[src/rtl/frame_hold_timer_pkg.sv]
// frame_hold_timer_pkg: shared video-timing defaults and hold-timer state encodings
package frame_hold_timer_pkg;
  localparam int Y_W_DEF      = 10;
  localparam int V_ACTIVE_DEF = 480;
  localparam int CNT_W_DEF    = 8;
  typedef enum logic [1:0] {
    IDLE  = 2'd0,
    ARMED = 2'd1,
    HOLD  = 2'd2
  } state_e;
endpackage

[src/rtl/frame_hold_timer_edge_det.sv]
// frame_edge_det: one-cycle frame_start on the first active line after vertical blanking
//   pclk, rstn   clock / async active-low reset
//   y_pixel      current line from the timing generator
//   frame_start  high for the first active cycle following blanking
module frame_edge_det #(
  parameter int Y_W      = 10,
  parameter int V_ACTIVE = 480
) (
  input  logic           pclk,
  input  logic           rstn,
  input  logic [Y_W-1:0] y_pixel,
  output logic           frame_start
);
  logic yen, yen_q;
  assign yen = y_pixel < Y_W'(V_ACTIVE);
  // yen_q resets high so coming out of reset mid-frame never fakes a frame start
  always_ff @(posedge pclk or negedge rstn)
    if (!rstn) yen_q <= 1'b1;
    else yen_q <= yen;
  assign frame_start = yen & ~yen_q;
endmodule

[src/rtl/frame_hold_timer.sv]
// frame_hold_timer: frame-aligned hold enable lasting a programmable number of whole frames
//   pclk, rstn             clock / async active-low reset
//   y_pixel                current line; < V_ACTIVE is active video
//   trig, retrig_en        start request; allow restart while holding
//   abort                  force release, highest priority
//   hold_frames            hold length, sampled on an accepted trig
//   hold_out, busy         hold enable; state != IDLE
//   done_pulse, frame_cnt  completion pulse; frames counted in current hold
module frame_hold_timer
  import frame_hold_timer_pkg::*;
#(
  parameter int Y_W      = Y_W_DEF,
  parameter int V_ACTIVE = V_ACTIVE_DEF,
  parameter int CNT_W    = CNT_W_DEF
) (
  input  logic             pclk,
  input  logic             rstn,
  input  logic [Y_W-1:0]   y_pixel,
  input  logic             trig,
  input  logic             retrig_en,
  input  logic             abort,
  input  logic [CNT_W-1:0] hold_frames,
  output logic             hold_out,
  output logic             busy,
  output logic             done_pulse,
  output logic [CNT_W-1:0] frame_cnt
);
  state_e state_q, state_d;
  logic [CNT_W-1:0] len_q, len_d, cnt_q, cnt_d;
  logic hold_q, hold_d, done_q, done_d;
  logic frame_start, load;
  frame_edge_det #(.Y_W(Y_W), .V_ACTIVE(V_ACTIVE)) u_edge (
    .pclk        (pclk),
    .rstn        (rstn),
    .y_pixel     (y_pixel),
    .frame_start (frame_start)
  );
  assign load = trig && |hold_frames;
  always_ff @(posedge pclk or negedge rstn)
    if (!rstn) begin
      state_q <= IDLE;
      len_q   <= '0;
      cnt_q   <= '0;
      hold_q  <= 1'b0;
      done_q  <= 1'b0;
    end else begin
      state_q <= state_d;
      len_q   <= len_d;
      cnt_q   <= cnt_d;
      hold_q  <= hold_d;
      done_q  <= done_d;
    end
  always_comb begin
    state_d = state_q;
    len_d   = len_q;
    cnt_d   = cnt_q;
    hold_d  = hold_q;
    done_d  = 1'b0;
    if (abort) begin
      state_d = IDLE;
      hold_d  = 1'b0;
      cnt_d   = '0;
    end else begin
      case (state_q)
        IDLE: if (load) begin
          state_d = ARMED;
          len_d   = hold_frames;
        end
        ARMED: begin
          if (load) len_d = hold_frames;
          if (frame_start) begin
            state_d = HOLD;
            hold_d  = 1'b1;
            cnt_d   = CNT_W'(1);
          end
        end
        HOLD: begin
          // a restart discards the partial frame and beats a coincident final frame start
          if (load && retrig_en) begin
            len_d = hold_frames;
            cnt_d = '0;
          end else if (frame_start) begin
            if (cnt_q == len_q) begin
              state_d = IDLE;
              hold_d  = 1'b0;
              cnt_d   = '0;
              done_d  = 1'b1;
            end else cnt_d = cnt_q + CNT_W'(1);
          end
        end
        default: state_d = IDLE;
      endcase
    end
  end
  assign hold_out   = hold_q;
  assign done_pulse = done_q;
  assign frame_cnt  = cnt_q;
  assign busy       = state_q != IDLE;
endmodule

[config.mk]
export PLATFORM = sky130hd
export DESIGN_NAME = frame_hold_timer
export DESIGN_NICKNAME = d
export VERILOG_FILES = /design/src/rtl/frame_hold_timer_pkg.sv /design/src/rtl/frame_hold_timer_edge_det.sv /design/src/rtl/frame_hold_timer.sv
export SDC_FILE = /design/constraint.sdc
export NUM_CORES = 1
export LEC_CHECK = 0
export ABC_AREA = 1
export BUFFER_PORTS_ARGS = -buffer_cell sky130_fd_sc_hd__buf_2
export CAP_MARGIN = 20
export CORE_MARGIN = 4
export CORE_UTILIZATION = 53
export CTS_CLUSTER_SIZE = 8
export DETAILED_ROUTE_END_ITERATION = 8
export PLACE_DENSITY = 0.78
export SLEW_MARGIN = 20
export SYNTH_ARGS = -nofsm -noshare
export SYNTH_HDL_FRONTEND = slang
export SYNTH_SLANG_ARGS = --single-unit
[constraint.sdc]
create_clock -name pclk -period 1.8 [get_ports pclk]
set_clock_uncertainty 0.2 [all_clocks]
set_input_delay 0.09 -clock pclk [delete_from_list [all_inputs] [get_ports pclk]]
set_output_delay 0.09 -clock pclk [all_outputs]
set_load 0.01 [all_outputs]
### Word-level counts from Yosys, hierarchy flattened

Cells that the tools add are included.

* register bits after elaboration: 21
* logic and storage cells: 61
* memory bits (read-only): 0
* RAM bits: 0
* input bits: 23
* latch bits: 0
* memories kept: 0
* output and inout bits: 11

* div/mod/pow operators: 0
* order comparisons: 1
* add/subtract/negate cells: 1
* bitwise logic cells: 3
* eq/ne operators: 11
* multiplexer cells: 27
* multiply operators: 0
* reduce and logical (&&, ||, !) cells: 12
* shifts and indexed selects: 0

Operators by type and width (number)
* two-way mux 8 bit: 7
* one-hot mux 8 bit (2 select lines): 2
* != test 3 bit (second input constant): 5
* two-way mux 2 bit: 6
* less-than comparator 10 x 9 -> 1 bit (second input constant): 1
* two-way mux 1 bit: 10
* AND reduction 5 bit: 2
* adder 8 x 1 -> 8 bit (second input constant): 1
* equality test 8 bit: 1
* OR reduction 8 bit: 1
* one-hot mux 2 bit (3 select lines): 1
* != test 4 bit (second input constant): 1
* AND reduction 4 bit: 1
* nonzero test 2 bit: 2
* AND reduction 3 bit: 1
* nonzero test 3 bit: 1
* equality test 2 x 1 -> 1 bit (second input constant): 1
* equality test 2 bit (second input constant): 1
* logical AND 1 bit: 2
* zero test 2 bit: 1
* != test 2 x 1 -> 1 bit (second input constant): 1
* != test 2 bit (second input constant): 1
* NOT 1 bit: 2
* one-hot mux 1 bit (2 select lines): 1
* 2 further kinds: 2

### Depth between registers and ports, before layout

Gate-level depths: netlist of the first run.

* depth after elaboration: 6
* gate-level depth with buffers: 12
* depth with buffers taken out: 12

### By module

Synthesis of the first run repeated with hierarchy kept, for this count alone.

* cells, all modules: 194
* area total of the unflattened synthesis: 1387.6 sq um

Modules (own cells, without submodules)
* frame_hold_timer: sequential area each 500.5 sq um, area each 1333.8 sq um, cells an instance 188, instances 1
* frame_edge_det: sequential area each 26.3 sq um, area each 53.8 sq um, cells an instance 6, instances 1

### Worst setup path before layout of the first run

OpenSTA, ideal clock, no wires.

* kind: register to register
* start point: reg cnt_q[5], in the netlist frame_cnt[5]
* end point: reg state_q[1]
* cell stages (with the launch flop): 11
* data required time: 1.482 ns
* setup time: 0.118 ns
* path buffers: 0
* data arrival time: 1.214 ns
* setup slack: 0.269 ns
* period minus slack after synthesis: 1.531 ns
* cells stage by stage: dfrtp_1 > inv_1 > nand2_1 > nand2_1 > nand2_1 > nor2_1 > nand2_2 > a21oi_1 > nand2_1 > nand2_1 > nand2_1

* longest elaborated chain between the ends: 3

RTL lines
* start: declaration: line frame_hold_timer.sv:29 `logic [CNT_W-1:0] len_q, len_d, cnt_q, cnt_d;`
* start signal: assignment: line frame_hold_timer.sv:49 `cnt_q <= cnt_d;`
* equality test 8 bit: line frame_hold_timer.sv:83 `if (cnt_q == len_q) begin`
* != test 3 bit (no source line)
* AND reduction 5 bit (no source line)
* end signal: assignment: line frame_hold_timer.sv:47 `state_q <= state_d;`
* end: declaration: line frame_hold_timer.sv:28 `state_e state_q, state_d;`

Every way passes these cells.
A chain may end at the register's enable or synchronous reset.

### Worst setup path in the final report of the first run

* start point: in hold_frames[2]
* end point: reg cnt_q[1], in the netlist frame_cnt[1]

* longest elaborated chain between the ends: 6
* elaborated cells between the ends (all ways): 8
* classes of those cells: eq/ne (1); mux (3); reduce/logical (4)

RTL lines
* start: declaration: line frame_hold_timer.sv:22 `input logic [CNT_W-1:0] hold_frames,`
* OR reduction 8 bit (*): line frame_hold_timer.sv:38 `assign load = trig && |hold_frames;`
* logical AND 1 bit (*): line frame_hold_timer.sv:38
* logical AND 1 bit (*): line frame_hold_timer.sv:79 `if (load && retrig_en) begin`
* two-way mux 8 bit: line frame_hold_timer.sv:79
* one-hot mux 8 bit (2 select lines): line frame_hold_timer.sv:64 `case (state_q)`
* two-way mux 8 bit: line frame_hold_timer.sv:59 `if (abort) begin`

Every way passes the cells marked *; elsewhere a longest branch is shown, timed or not.

==> impl_metrics.json, run 1 <==
{
  "drive_above_1_share": 0.272,
  "wl_mm": 2.91,
  "cp_max_fo": 10,
  "synth_compound_area_frac": 0.0637,
  "cpPeakStageDelay_ns": 0.55,
  "rr_endpoint": "hold_out",
  "rsz0062_at_grt": "false",
  "fin_nets": 268,
  "status": "finished, final reports clean",
  "synth_edf_count": 0,
  "final_common_cell": "nand2_1",
  "hold_path_class": "input pin to async pin",
  "crit_path_end_kind": "flop",
  "synth_area_leaders": "dfrtp_1 35%, nand2_1 17%, inv_1 9.0%",
  "syn_area_sq_um": 1410,
  "pwr-share-clk": 0.143,
  "crit_type": "input pin to flop",
  "wire_per_inst_um": 10.6,
  "synth_xor_area_frac": 0.0186,
  "via_count": 1292,
  "grt_overflow": 0,
  "area_growth_syn_to_layout_pct": 23.3,
  "yosys_register_bits": 21,
  "worst_pin_slew_ns": 0.477,
  "grt_max_degree": 22,
  "gp_congestion": 0.855,
  "seqPwrFrac": 0.413,
  "maxCapViolations": 0,
  "power_mw": 1.65,
  "mostFrequentLayoutCells": "63 x nand2_1, 34 x inv_1, 28 x buf_2",
  "rr_startpoint": "frame_cnt[6]",
  "critPathLaunchType": "input pin",
  "cts.sinks": 21,
  "fp.dieH_um": 59.7,
  "setup_viol": 0,
  "rows": 18,
  "num_io_pins": 34,
  "antenna_found_initial": 0,
  "synthCells": 198,
  "coreArea_sq_um": 2500,
  "reg2reg_setup_slack_ns": 0.14,
  "cp.required_ns": 1.81,
  "drtPass1Iterations": 4,
  "async_flop_share": 1.00,
  "yosysWarningCount": 0,
  "synth.top_cell.area_share": 0.354,
  "leakage_nw": 0.988,
  "synth_cell_types": 26,
  "power_density_nw_per_um2": 948,
  "die_x_um": 59.7,
  "synthMuxAreaShare": 0,
  "synth_top_family_by_area": "simple AND/OR/NAND/NOR gates",
  "max_freq_mhz": 590,
  "cts.clk_slew.worst_paths_ns": 0.12,
  "grt_util_all_layers": 0.186,
  "hold_viol_final": 0,
  "grt_pass1_wl_mm": 4.99,
  "report.final.slew_viol_count": 0,
  "antenna_left": 0,
  "cts.path.max_buffers": 2,
  "dieArea_sq_um": 3560,
  "min_period_ns": 1.69,
  "drc": 0,
  "synth_top_cell_by_area": "dfrtp_1",
  "syn_area_per_cell_sq_um": 7.14,
  "clock_latency_ns": 0.31,
  "switching_power_uw": 681,
  "numCtsBuffers": 3,
  "crit_chain": "dlygate4sd3_1 > buf_2 > inv_1 > nand2_1 > nor2_1 > nand2_2 > nand3_2 > nand2_4 > nand2_4 > inv_2 > nand3_1 > nand2_1",
  "combPwrFrac": 0.445,
  "start_util": 0.566,
  "reg2regPathDepth": 7,
  "yosys.area_share.adder": 0.00885,
  "syn-num-nets": 222,
  "dp_hpwl_mm": 2.16,
  "final_util": 0.697,
  "worst_slack_ns": 0.105,
  "root_buffer": "clkbuf_4",
  "slowest_stage": "dlygate4sd3_1",
  "vias_per_cell": 4.73,
  "critical_path_arrival_ns": 1.71,
  "synthFlopType": "dfrtp_1",
  "drt-initial-drc-count": 25,
  "pre_cts_slack_ns": 0.161,
  "fin_crit_sh": 0.941,
  "cts_tree": "yes",
  "intPower_uw": 972,
  "finalSetupTns_ns": 0,
  "antennaDiodeCount": 0,
  "synth-simple-area-share": 0.419,
  "maxSlewHeadroom": 0.682,
  "ir_drop_mv": 0.681,
  "p_sw_frac": 0.412,
  "first_global_vias": 1181,
  "port_buffers": 28,
  "htreeDepth": 1,
  "synth_seq_area_share": 0.373
}
[stage by stage]
| stage | instances | cell area (sq um) | hold slack, ns |
|---|---|---|---|
| 2_1_floorplan | 198 | 1410 | -0.406 |
| 3_3_place_gp | 256 | 1580 | -0.127 |
| 3_5_place_dp | 256 | 1580 | -0.125 |
| 4_1_cts | 272 | 1730 | 0.0556 |
| 5_1_grt | 273 | 1740 | 0.0683 |
| 6_report | 273 | 1740 | 0.0523 |
[power by group through the flow]
| stage | combinational (mW) | clock (mW) | sequential (mW) |
|---|---|---|---|
| 6_report | 0.735 | 0.236 | 0.682 |
| 5_1_grt | 0.843 | 0.271 | 0.695 |
| 4_1_cts | 0.718 | 0.250 | 0.680 |
| 3_5_place_dp | 0.693 | 0 | 0.690 |
| 3_3_place_gp | 0.688 | 0 | 0.686 |
| 2_1_floorplan | 0.544 | 0 | 0.686 |
[sequential cells by signal, indices dropped and copies added (netlist names)]
name / cells
frame_cnt: 8
hold_out: 1
state_q: 2
u_edge.yen_q: 1
len_q: 8
done_pulse: 1
[logic make-up after synthesis]
group           count (synthesis)
simple gates                  121
buf+inv                        40
flops                          21
compound gates                 12
xor+xnor                        3
fa+ha+maj                       1
[timing repair]
| item | in CTS | in global routing |
|---|---|---|
| setup endpoints to repair | 0 | 13 |
| resized for setup | 0 | 3 |
| hold buffers | 12 | 0 |
| setup buffers | 0 | 1 |
| endpoints found under the hold margin | 32 | 0 |
[worst max-delay path: cells and delay by family]
| family | cells | cell delay [ns] |
|---|---|---|
| and+or+nand+nor | 8 | 0.80 |
| buffers and inverters | 4 | 0.82 |
[area by class of cell]
class | instances | area, sq um
multi-input cells | 137 | 726
flip-flops and latches | 21 | 527
well taps | 30 | 37.5
clock buffers | 4 | 26.3
fillers | 215 | 757
inverters | 38 | 144
repair buffers | 43 | 283
[synthesized netlist by cell type, types with 2 or more instances]
library cell	number
nand2_1	63
inv_1	34
dfrtp_1	20
nor2_1	20
nand3_1	10
nand4_1	9
nand2_2	7
o21ai_2	5
a21oi_1	3
a21oi_2	3
inv_2	3
nand2_4	3
xnor2_1	3
nand3_2	2
nor3_1	2
[metal layers]
layer	up-vias	wire, um	global-route usage
met2	21	1350	0.289
met3	5	98	0.0259
li1	698	-	-
met5	-	0	0
met1	568	1410	0.263
met4	0	46	0.0665
[how the worst max path moves through the flow]
stage | cells after the start | from | endpoint
floorplan | 10 | frame_cnt[5] | state_q[1]
global placement | 10 | frame_cnt[7] | state_q[1]
detailed placement | 8 | frame_cnt[6] | state_q[1]
CTS | 11 | hold_frames[6] | len_q[2]
global route | 13 | hold_frames[2] | frame_cnt[5]
finish | 12 | hold_frames[2] | frame_cnt[1]
Power figures use the tool's default switching activity.
==> run 2, diff against run 1 <==
ABC_AREA = 0   (was 1)
CAP_MARGIN = 15   (was 20)
CORE_UTILIZATION = 51   (was 53)
==> run 2 against run 1 <==
Against the previous run:
- the flow now finishes with violations (negative setup slack)
- global-route usage rose by 2.5 points
- utilization increased by 9.6 points
- final cell count down 28%
- sequential power is 20% lower
- clock power about the same
- non-clock buffer count grew 19
- synthesized cell count is 47% lower
- worst hold slack gained 0.0073 ns
- register-to-register slack worse by 0.38 ns
- critical path depth fell by 6
- flip-flop and latch count did not move
==> impl_metrics.json, run 2 <==
{
  "hold_slack_ns": 0.0596,
  "cp_max_fo": 4,
  "rr_endpoint": "frame_cnt[4]",
  "report.final.slew_viol_count": 0,
  "maxSlewHeadroom": 0.670,
  "syn-num-nets": 128,
  "grt_overflow": 0,
  "power_mw": 1.04,
  "yosys.area_share.adder": 0.0105,
  "via_count": 1130,
  "drive_above_1_share": 0.530,
  "grt_pass1_wl_mm": 5.26,
  "crit_path_end_kind": "flop",
  "synth_edf_count": 0,
  "worst_pin_slew_ns": 0.495,
  "max_freq_mhz": 489,
  "rsz0062_at_grt": "true",
  "synth_xor_area_frac": 0.0591,
  "fin_crit_sh": 1.14,
  "final_common_cell": "buf_2",
  "hold_viol_final": 0,
  "drc": 0,
  "wl_mm": 3.40,
  "async_flop_share": 1.00,
  "ir_drop_mv": 0.553,
  "crit_type": "flop to flop",
  "reg2regPathDepth": 6,
  "antenna_left": 0,
  "worst_slack_ns": -0.245,
  "ys_top_cells_by_count": "20 x dfrtp_1, 8 x mux2_2, 8 x xor2_1",
  "maxCapViolations": 0,
  "mostFrequentLayoutCells": "28 x buf_2, 22 x buf_4, 16 x dfrtp_1",
  "synthCells": 104,
  "dp_hpwl_mm": 2.17,
  "status": "complete, but fails checks",
  "synth_cell_types": 38,
  "leakage_nw": 0.827,
  "root_buffer": "clkbuf_4",
  "antenna_found_initial": 0,
  "cts.sinks": 21,
  "cts.clk_slew.worst_paths_ns": 0.12,
  "reg2reg_setup_slack_ns": -0.24,
  "synth.top_cell.area_share": 0.422,
  "cts.path.max_buffers": 2,
  "synth_most_common_cell": "dfrtp_1",
  "die_x_um": 56.2,
  "wire_per_inst_um": 17.3,
  "first_global_vias": 1169,
  "setup_viol": 10,
  "cp.required_ns": 1.81,
  "rr_startpoint": "frame_cnt[2]",
  "violations": "negative setup slack",
  "coreArea_sq_um": 2210,
  "fp.dieH_um": 56.2,
  "syn_area_per_cell_sq_um": 11.4,
  "num_io_pins": 34,
  "final_util": 0.794,
  "drtPass1Iterations": 4,
  "dieArea_sq_um": 3160,
  "synthFlopType": "dfrtp_1",
  "dp_cells": 177,
  "cts_tree": "yes",
  "rows": 17,
  "numCtsBuffers": 3,
  "vias_per_cell": 5.77,
  "start_util": 0.536,
  "port_buffers": 28,
  "antennaDiodeCount": 0,
  "grt_util_all_layers": 0.211,
  "synth_seq_area_share": 0.444,
  "grt_max_degree": 22,
  "synth_top_family_by_area": "simple AND/OR/NAND/NOR gates",
  "area_growth_syn_to_layout_pct": 48.0,
  "critical_path_arrival_ns": 2.06,
  "fin_cells": 196,
  "min_period_ns": 2.04,
  "cp-endpoint": "frame_cnt[4]",
  "drt-initial-drc-count": 25,
  "hold_path_class": "input pin to async pin",
  "power_density_nw_per_um2": 592,
  "yosys_register_bits": 21,
  "fillers": 148,
  "synth_compound_area_frac": 0.191,
  "syn_area_sq_um": 1190,
  "synth-simple-area-share": 0.195,
  "synth_area_leaders": "dfrtp_1 42%, mux2_2 7.6%, xor2_1 5.9%",
  "gp_congestion": 0.874,
  "clock_latency_ns": 0.31,
  "synth_top_cell_by_area": "dfrtp_1",
  "synthMuxAreaShare": 0.0844,
  "critPathLaunchType": "flop",
  "yosysWarningCount": 0,
  "critPathLaunch": "frame_cnt[2]",
  "htreeDepth": 1,
  "fin_nets": 193
}
## run 2: changes by cell type after synthesis, moves of 7 or more
| cell | previous run | this run |
|---|---|---|
| inv_1 | 34 | 3 |
| mux2_2 | 0 | 8 |
| nand2_1 | 63 | 4 |
| nand2_2 | 7 | 0 |
| nand4_1 | 9 | 0 |
| nor2_1 | 20 | 7 |
| xor2_1 | 0 | 8 |
## run 2: stage by stage
stage	worst slack [ns]	setup TNS, ns	area, sq um
final	-0.245	-1.65	1760
after global routing	-0.279	-2.13	1760
after CTS	-0.224	-1.49	1680
after detailed placement	-0.240	-1.67	1510
after global placement	-0.198	-1.42	1510
after floorplan	-0.138	-0.648	1200
## run 2: what timing repair did
action	in CTS	in global routing
pin swaps	7	15
setup buffers	4	1
gates resized for setup	0	16
hold buffers	12	0
gates cloned	0	0
endpoints found under the hold margin	35	0
setup endpoints to repair	11	17
## run 2: worst max-delay path, cell delays in order, from the launching register on
cell,delay (ns)
dfrtp_2,0.47
xor2_2,0.20
nor4_4,0.37
a2111oi_4,0.14
buf_4,0.16
a32o_2,0.22
a31o_1,0.19
## run 2: logic make-up after synthesis
family                   after synthesis
AND/OR/NAND/NOR                       35
AO/OA/AOI/OAI                         25
flip-flops                            21
multiplexers                           9
XOR/XNOR                               8
buffers and inverters                  5
adder cells (fa/ha/maj)                1
## run 2: worst min path at each step
stage / startpoint / to / cells past startpoint
4_1_cts: rstn / hold_out / 2
3_3_place_gp: rstn / frame_cnt[1] / 1
2_1_floorplan: rstn / done_pulse / 0
5_1_grt: rstn / done_pulse / 2
6_report: rstn / hold_out / 2
3_5_place_dp: rstn / done_pulse / 1
## run 2: report_power, final
part	switching (mW)	internal, mW	total [mW]	leakage, nW
registers	0.0336	0.513	0.546	0.262
logic	0.125	0.130	0.255	0.547
clock network	0.154	0.0831	0.237	0.0177
total	0.313	0.726	1.04	0.827
## run 2: metal layers
layer / GRT usage / wire length [um] / part of all wire / up-vias
li1: - / - / - / 520
met1: 0.244 / 1330 / 0.39 / 570
met2: 0.391 / 1860 / 0.55 / 36
met3: 0.0534 / 184 / 0.054 / 4
met4: 0.0373 / 23 / 0.0068 / 0
met5: 0 / 0 / 0 / -
## run 2: layout make-up
type	count	area (sq um)	area share
clock inverter	1	5.00	0.00285
timing repair buffer	62	425	0.242
tap	28	35.0	0.0200
inverter	3	11.3	0.00641
clock buffer	3	22.5	0.0128
sequential	21	532	0.303
multi-input combinational	78	724	0.413
